$ cat config.mk
export PLATFORM = sky130hd
export DESIGN_NAME = vga_scan_timing_flat
export DESIGN_NICKNAME = d
export VERILOG_FILES = /design/src/rtl/vga_scan_timing_pkg.sv /design/src/rtl/vga_scan_timing_if.sv /design/src/rtl/vga_scan_timing_sync_delay_line.sv /design/src/rtl/vga_scan_timing.sv /design/src/flat_wrapper.sv
export SDC_FILE = /design/constraint.sdc
export NUM_CORES = 1
export LEC_CHECK = 0
export CAP_MARGIN = 40
export CORE_MARGIN = 1
export CORE_UTILIZATION = 35
export DETAILED_ROUTE_END_ITERATION = 8
export DONT_BUFFER_PORTS = 1
export GPL_TIMING_DRIVEN = 0
export PLACE_DENSITY = 0.56
export SYNTH_ARGS = -nofsm -noshare
export SYNTH_HDL_FRONTEND = slang
export SYNTH_SLANG_ARGS = --single-unit
$ cat constraint.sdc
create_clock -name clk -period 8.01 [get_ports clk]
set_input_delay 1.602 -clock clk [delete_from_list [all_inputs] [get_ports clk]]
set_output_delay 1.602 -clock clk [all_outputs]
set_load 0.05 [all_outputs]
$ cat src/rtl/vga_scan_timing_pkg.sv
// Shared VGA timing constants, coordinate widths and sync polarity for the
// scan generator and its sync delay line.
package vga_scan_timing_pkg;

    localparam int WIDTH_LOG2  = 10;
    localparam int HEIGHT_LOG2 = 10;

    localparam int H_VISIBLE_DEF = 640;
    localparam int H_FRONT_DEF   = 16;
    localparam int H_SYNC_DEF    = 96;
    localparam int H_BACK_DEF    = 48;
    localparam int V_VISIBLE_DEF = 480;
    localparam int V_FRONT_DEF   = 10;
    localparam int V_SYNC_DEF    = 2;
    localparam int V_BACK_DEF    = 33;

    localparam int H_TOTAL_DEF = H_VISIBLE_DEF + H_FRONT_DEF + H_SYNC_DEF + H_BACK_DEF;
    localparam int V_TOTAL_DEF = V_VISIBLE_DEF + V_FRONT_DEF + V_SYNC_DEF + V_BACK_DEF;

    localparam logic       SYNC_ACTIVE = 1'b0;
    localparam logic [1:0] SYNC_IDLE   = {2{~SYNC_ACTIVE}};

    // Sync level for a coordinate: active inside [start, start+width).
    function automatic logic sync_level(input int pos, input int start, input int width);
        return ((pos >= start) && (pos < start + width)) ? SYNC_ACTIVE : ~SYNC_ACTIVE;
    endfunction

endpackage

$ cat src/rtl/vga_scan_timing_if.sv
// Raster-scan output bundle from the timing generator to the renderer and VGA pins.
interface vga_scan_timing_if;

    // No backpressure: pixel_tick qualifies one pixel period; every other signal is
    // registered on the same edge and stays stable until the next tick.
    logic                                        pixel_tick;
    logic [vga_scan_timing_pkg::WIDTH_LOG2-1:0]  x;
    logic [vga_scan_timing_pkg::HEIGHT_LOG2-1:0] y;
    logic                                        toDisplay;
    logic                                        hsync;
    logic                                        vsync;
    logic                                        line_start;
    logic                                        frame_start;

    modport master (
        output pixel_tick, x, y, toDisplay, hsync, vsync, line_start, frame_start
    );

    modport slave (
        input pixel_tick, x, y, toDisplay, hsync, vsync, line_start, frame_start
    );

endinterface

$ cat src/rtl/vga_scan_timing_sync_delay_line.sv
// Pixel-tick shift register that lines {hsync, vsync} up with the renderer's
// registered colour output; resets to the idle (inactive) sync level.
module sync_delay_line
    import vga_scan_timing_pkg::*;
#(
    parameter int DEPTH = 2
) (
    input  logic       clk,
    input  logic       rst,
    input  logic       en,
    input  logic [1:0] din,
    output logic [1:0] dout
);

    // stage[0] captures the raw value, so even DEPTH = 0 gives a registered output.
    logic [1:0] stage [DEPTH+1];

    always_ff @(posedge clk or posedge rst) begin
        if (rst) begin
            for (int i = 0; i <= DEPTH; i++) begin
                stage[i] <= SYNC_IDLE;
            end
        end else if (en) begin
            stage[0] <= din;
            for (int i = 1; i <= DEPTH; i++) begin
                stage[i] <= stage[i-1];
            end
        end
    end

    assign dout = stage[DEPTH];

endmodule

$ cat src/rtl/vga_scan_timing.sv
// VGA raster scan: pixel-clock enable, x/y counters, visible flag, line/frame
// pulses and delayed active-low hsync/vsync.
module vga_scan_timing
    import vga_scan_timing_pkg::*;
#(
    parameter int CLK_DIV    = 4,
    parameter int H_VISIBLE  = H_VISIBLE_DEF,
    parameter int H_FRONT    = H_FRONT_DEF,
    parameter int H_SYNC     = H_SYNC_DEF,
    parameter int H_BACK     = H_BACK_DEF,
    parameter int V_VISIBLE  = V_VISIBLE_DEF,
    parameter int V_FRONT    = V_FRONT_DEF,
    parameter int V_SYNC     = V_SYNC_DEF,
    parameter int V_BACK     = V_BACK_DEF,
    parameter int SYNC_DELAY = 2
) (
    input  logic                clk,
    input  logic                rst,
    vga_scan_timing_if.master   scan
);

    localparam int H_TOTAL = H_VISIBLE + H_FRONT + H_SYNC + H_BACK;
    localparam int V_TOTAL = V_VISIBLE + V_FRONT + V_SYNC + V_BACK;
    localparam int DIV_W   = (CLK_DIV > 1) ? $clog2(CLK_DIV) : 1;

    localparam logic [DIV_W-1:0]       DIV_LAST = DIV_W'(CLK_DIV - 1);
    localparam logic [WIDTH_LOG2-1:0]  X_LAST   = WIDTH_LOG2'(H_TOTAL - 1);
    localparam logic [WIDTH_LOG2-1:0]  X_VIS    = WIDTH_LOG2'(H_VISIBLE);
    localparam logic [HEIGHT_LOG2-1:0] Y_LAST   = HEIGHT_LOG2'(V_TOTAL - 1);
    localparam logic [HEIGHT_LOG2-1:0] Y_VIS    = HEIGHT_LOG2'(V_VISIBLE);

    if (CLK_DIV < 1 || SYNC_DELAY < 0 || SYNC_DELAY > 7) begin : g_bad_params
        $fatal(1, "vga_scan_timing: CLK_DIV must be >= 1 and SYNC_DELAY within 0..7");
    end
    if (H_TOTAL > (1 << WIDTH_LOG2) || V_TOTAL > (1 << HEIGHT_LOG2)) begin : g_bad_size
        $fatal(1, "vga_scan_timing: H_TOTAL/V_TOTAL do not fit the coordinate width");
    end

    logic [DIV_W-1:0]       div_cnt;
    logic                   div_term;
    logic [WIDTH_LOG2-1:0]  x_next;
    logic [HEIGHT_LOG2-1:0] y_next;
    logic [1:0]             sync_raw;
    logic [1:0]             sync_q;

    assign div_term = (div_cnt == DIV_LAST);

    // Coordinates the scan moves to on the next terminal count; every registered
    // output is derived from these so nothing skews against x/y.
    always_comb begin
        x_next = scan.x + 1'b1;
        y_next = scan.y;
        if (scan.x == X_LAST) begin
            x_next = '0;
            y_next = (scan.y == Y_LAST) ? '0 : scan.y + 1'b1;
        end
    end

    assign sync_raw = {sync_level(int'(x_next), H_VISIBLE + H_FRONT, H_SYNC),
                       sync_level(int'(y_next), V_VISIBLE + V_FRONT, V_SYNC)};

    always_ff @(posedge clk or posedge rst) begin
        if (rst) begin
            div_cnt          <= '0;
            scan.pixel_tick  <= 1'b0;
            scan.x           <= X_LAST;
            scan.y           <= Y_LAST;
            scan.toDisplay   <= 1'b0;
            scan.line_start  <= 1'b0;
            scan.frame_start <= 1'b0;
        end else begin
            div_cnt          <= div_term ? '0 : div_cnt + 1'b1;
            scan.pixel_tick  <= div_term;
            scan.line_start  <= 1'b0;
            scan.frame_start <= 1'b0;
            if (div_term) begin
                scan.x           <= x_next;
                scan.y           <= y_next;
                scan.toDisplay   <= (x_next < X_VIS) && (y_next < Y_VIS);
                scan.line_start  <= (x_next == '0);
                scan.frame_start <= (x_next == '0) && (y_next == '0);
            end
        end
    end

    sync_delay_line #(
        .DEPTH (SYNC_DELAY)
    ) u_sync_delay (
        .clk  (clk),
        .rst  (rst),
        .en   (div_term),
        .din  (sync_raw),
        .dout (sync_q)
    );

    assign scan.hsync = sync_q[1];
    assign scan.vsync = sync_q[0];

endmodule

$ cat src/flat_wrapper.sv
// flat-port wrapper written by rule: the top's interface ports become plain ports
module vga_scan_timing_flat import vga_scan_timing_pkg::*;
#(
    parameter int CLK_DIV    = 4,
    parameter int H_VISIBLE  = H_VISIBLE_DEF,
    parameter int H_FRONT    = H_FRONT_DEF,
    parameter int H_SYNC     = H_SYNC_DEF,
    parameter int H_BACK     = H_BACK_DEF,
    parameter int V_VISIBLE  = V_VISIBLE_DEF,
    parameter int V_FRONT    = V_FRONT_DEF,
    parameter int V_SYNC     = V_SYNC_DEF,
    parameter int V_BACK     = V_BACK_DEF,
    parameter int SYNC_DELAY = 2
)
  (clk, rst, scan_pixel_tick, scan_x, scan_y, scan_toDisplay, scan_hsync, scan_vsync, scan_line_start, scan_frame_start);
  vga_scan_timing_if scan_i ();
  input  logic clk;
  input  logic rst;
  output wire logic [$bits(scan_i.pixel_tick)-1:0] scan_pixel_tick;
  output wire logic [$bits(scan_i.x)-1:0] scan_x;
  output wire logic [$bits(scan_i.y)-1:0] scan_y;
  output wire logic [$bits(scan_i.toDisplay)-1:0] scan_toDisplay;
  output wire logic [$bits(scan_i.hsync)-1:0] scan_hsync;
  output wire logic [$bits(scan_i.vsync)-1:0] scan_vsync;
  output wire logic [$bits(scan_i.line_start)-1:0] scan_line_start;
  output wire logic [$bits(scan_i.frame_start)-1:0] scan_frame_start;
  assign scan_pixel_tick = scan_i.pixel_tick;
  assign scan_x = scan_i.x;
  assign scan_y = scan_i.y;
  assign scan_toDisplay = scan_i.toDisplay;
  assign scan_hsync = scan_i.hsync;
  assign scan_vsync = scan_i.vsync;
  assign scan_line_start = scan_i.line_start;
  assign scan_frame_start = scan_i.frame_start;
  vga_scan_timing #(.CLK_DIV(CLK_DIV), .H_VISIBLE(H_VISIBLE), .H_FRONT(H_FRONT), .H_SYNC(H_SYNC), .H_BACK(H_BACK), .V_VISIBLE(V_VISIBLE), .V_FRONT(V_FRONT), .V_SYNC(V_SYNC), .V_BACK(V_BACK), .SYNC_DELAY(SYNC_DELAY)) u_core (.clk(clk), .rst(rst), .scan(scan_i));
endmodule
==> flow_summary.toml <==
[layout]
flow.area_growth_from_synthesis_pct = 10.37
nets = 212
final_cell_area_sq_um = 2157
fillers = 530
drive_above_1_share = 0.2282
num_antenna_cells = 0

[synthesis]
ys_top_cells_by_area = "dfstp_2 (22%), dfrtp_1 (20%), mux2_2 (5.2%), xnor2_1 (4.9%), o21ai_0 (3.8%)"
ys_ff_latch = 32
synthFlopType = "dfstp_2"
synth_most_common_cell = "nor2_1"
ys_warn_count = 0
synth_enable_flop_cells = 0
synth_top_area_cell = "dfstp_2"
ys_seq_area_frac = 0.4200
synth_top_cells_by_count = "nor2_1 (17), dfrtp_1 (16), dfstp_2 (16), o21ai_0 (15), nand2_1 (12)"
syn_area_per_cell_sq_um = 9.921
synth.distinct_cells = 49
syn_nets = 204
synthArstFlopShare = 1.000
synth_cells = 197
synth_top_area_share = 0.2151
synth_area_sq_um = 1954

[cts]
cts.path.max_buffers = 2
htree_levels = 2
cts_root_buf = "clkbuf_8"
cts_buffers = 5
hold_buffers = 0
clk_pin_slew_ps = 70
cts.sinks = 32
cts_tree = "done"
post_cts.repair.setup_buffers = 0
post_cts_resized = 0
clk_latency_ps = 280

[timing]
finalHoldViolCount = 0
skew_ps = 8.188
period_share = 0.3915
fmax_mhz = 318.9
maxSlewHeadroom = 0.5034
fin_setup_tns_ps = 0
worst_pin_slew_ps = 744.0
holdWs_ps = 433.2
drv_slew = 0
setup-violations-final = 0
period_needed_ps = 3136
grt_setup_unrepaired = "no"

[routing]
vias_per_cell = 5.333
route.antenna.remaining_nets = 0
drtIter0Drc = 74
num_vias = 1472
routed_wl_microns = 4273
wl_per_cell_microns = 15.48
dr.pass1.iters = 4
drc = 0

[place]
place_congestion = 0.8022
placed_area_sq_um = 2057
port_buffers = 0
dp_hpwl_microns = 3066

[floorplan]
rows = 26
die_h_microns = 76.73
design.die.area_sq_um = 5887
ioPinCount = 28
die_w_microns = 76.73
start_util = 0.3731
core_sq_um = 5238

[setup_path]
cp-start-kind = "register"
r2r_end = "u_core.scan.frame_start$_DFF_PP0_"
worstPathArrival_ps = 3300
regToRegSetupSlack_ps = 4870
r2r-start = "u_core.scan.x[0]$_DFFE_PP1P_"
cp_cell_sequence = "ha_1, and4_2, buf_6, nand3_2, o211ai_1, o21ai_0, or4b_4, a2111oi_2"
path_buf_inv = 1
critPathSlowestCell = "dfstp_2"
max_stage_delay_ps = 750
critPathMaxFanout = 10
criticalPathCategory = "register to register"
critPathCaptureType = "register"
r2r_cells = 8
required_ps = 8170
cp_top_family = "simple AND/OR/NAND/NOR gates"

[global_routing]
grt.total_usage = 0.1571
grt_pass1_vias = 1363
antenna_found_initial = 0
grt_pass1_wl_microns = 7251
grt_overflow = 0
grt_max_degree = 19

[status]
status = "finished clean"

[power]
finalPower_w = 0.0003039
vdd_drop_max_v = 0.00007393
cellLeakagePower_nw = 0.8075
powerDensity_nw_per_um2 = 140.9

[worst_hold_path]
worstHoldPathType = "register to register"
min_from = "u_core.div_cnt[0]$_DFF_PP0_"
hold_end = "u_core.div_cnt[0]$_DFF_PP0_"
min_path_cells = 1

[flow_run]
maxCapViolations = 0
## cells in the final DEF (no fill, tap or decap), drive strengths merged, types with 2 or more instances in the layout
cell,n
clkbuf,19
mux2,9
o211ai,4
or3,3
nand2,12
a21oi,6
and2,2
xnor2,11
xor2,3
nor3,2
a211oi,2
nand3,11
nand4,6
ha,5
and4,3
buf,7
dfstp,16
inv,7
o21ai,16
o2111ai,2
o311ai,2
and3,6
dfrtp,16
nor2,17
## layout make-up
type,instances,area [sq um],share of cell area
buffer,17,127.6,0.05916
sequential,32,820.8,0.3805
clock buffer,8,100.1,0.04640
tap,70,87.58,0.04060
timing repair buffer,1,15.01,0.006961
inverter,7,26.28,0.01218
multi-input combinational,141,979.7,0.4542
## per-stage QoR
stage               utilization  std cells  worst slack (ps)
CTS                      0.4118        276              4893
detailed placement       0.3927        268              4914
finish                   0.4118        276              4874
global placement         0.3899        267              4925
global route             0.4118        276              4732
floorplan                     -        197              5237
## where the power goes
group,internal [W],switching [W],leakage (nW)
clock network,0.0000784,0.0000595,0.0515
logic,0.000000713,0.00000330,0.375
registers,0.000162,0,0.381
## registers in the layout (all words and copies together) (netlist names)
register	flops
u_core.div_cnt	2
u_core.scan.frame_start	1
u_core.scan.line_start	1
u_core.scan.pixel_tick	1
u_core.scan.toDisplay	1
u_core.scan.x	10
u_core.scan.y	10
u_core.u_sync_delay.dout	2
u_core.u_sync_delay.stage	4
## worst max-delay path by stage
| stage | from | end | slack (ps) | cells past startpoint |
|---|---|---|---|---|
| floorplan | u_core.scan.x[0]$_DFFE_PP1P_ | u_core.scan.frame_start$_DFF_PP0_ | 5240 | 8 |
| global placement | u_core.scan.x[0]$_DFFE_PP1P_ | u_core.scan.frame_start$_DFF_PP0_ | 4930 | 8 |
| detailed placement | u_core.scan.x[0]$_DFFE_PP1P_ | u_core.scan.frame_start$_DFF_PP0_ | 4910 | 8 |
| CTS | u_core.scan.x[0]$_DFFE_PP1P_ | u_core.scan.frame_start$_DFF_PP0_ | 4890 | 8 |
| global route | u_core.scan.x[0]$_DFFE_PP1P_ | u_core.scan.frame_start$_DFF_PP0_ | 4730 | 8 |
| finish | u_core.scan.x[0]$_DFFE_PP1P_ | u_core.scan.frame_start$_DFF_PP0_ | 4870 | 8 |
## cell families (layout without fill, tap and decap cells)
family | Yosys count | after routing | synth area share
DFF | 32 | 32 | 0.4200
muxes | 9 | 9 | 0.05186
xor gates and xnor gates | 14 | 14 | 0.06274
adders and majority gates | 5 | 5 | 0.03201
buffers and inverters | 24 | 33 | 0.07875
and+or+nand+nor | 70 | 70 | 0.2055
AOI/OAI and AO/OA | 43 | 43 | 0.1492
## metal layers
metal,global-route usage,routed length [microns],vias to the layer above
met5,0,0,-
met1,0.2276,2202,713
met4,0.06154,49,0
met2,0.2232,1851,23
li1,-,-,731
met3,0.03690,169,5
No activity file was read; power rests on OpenSTA's default activity.
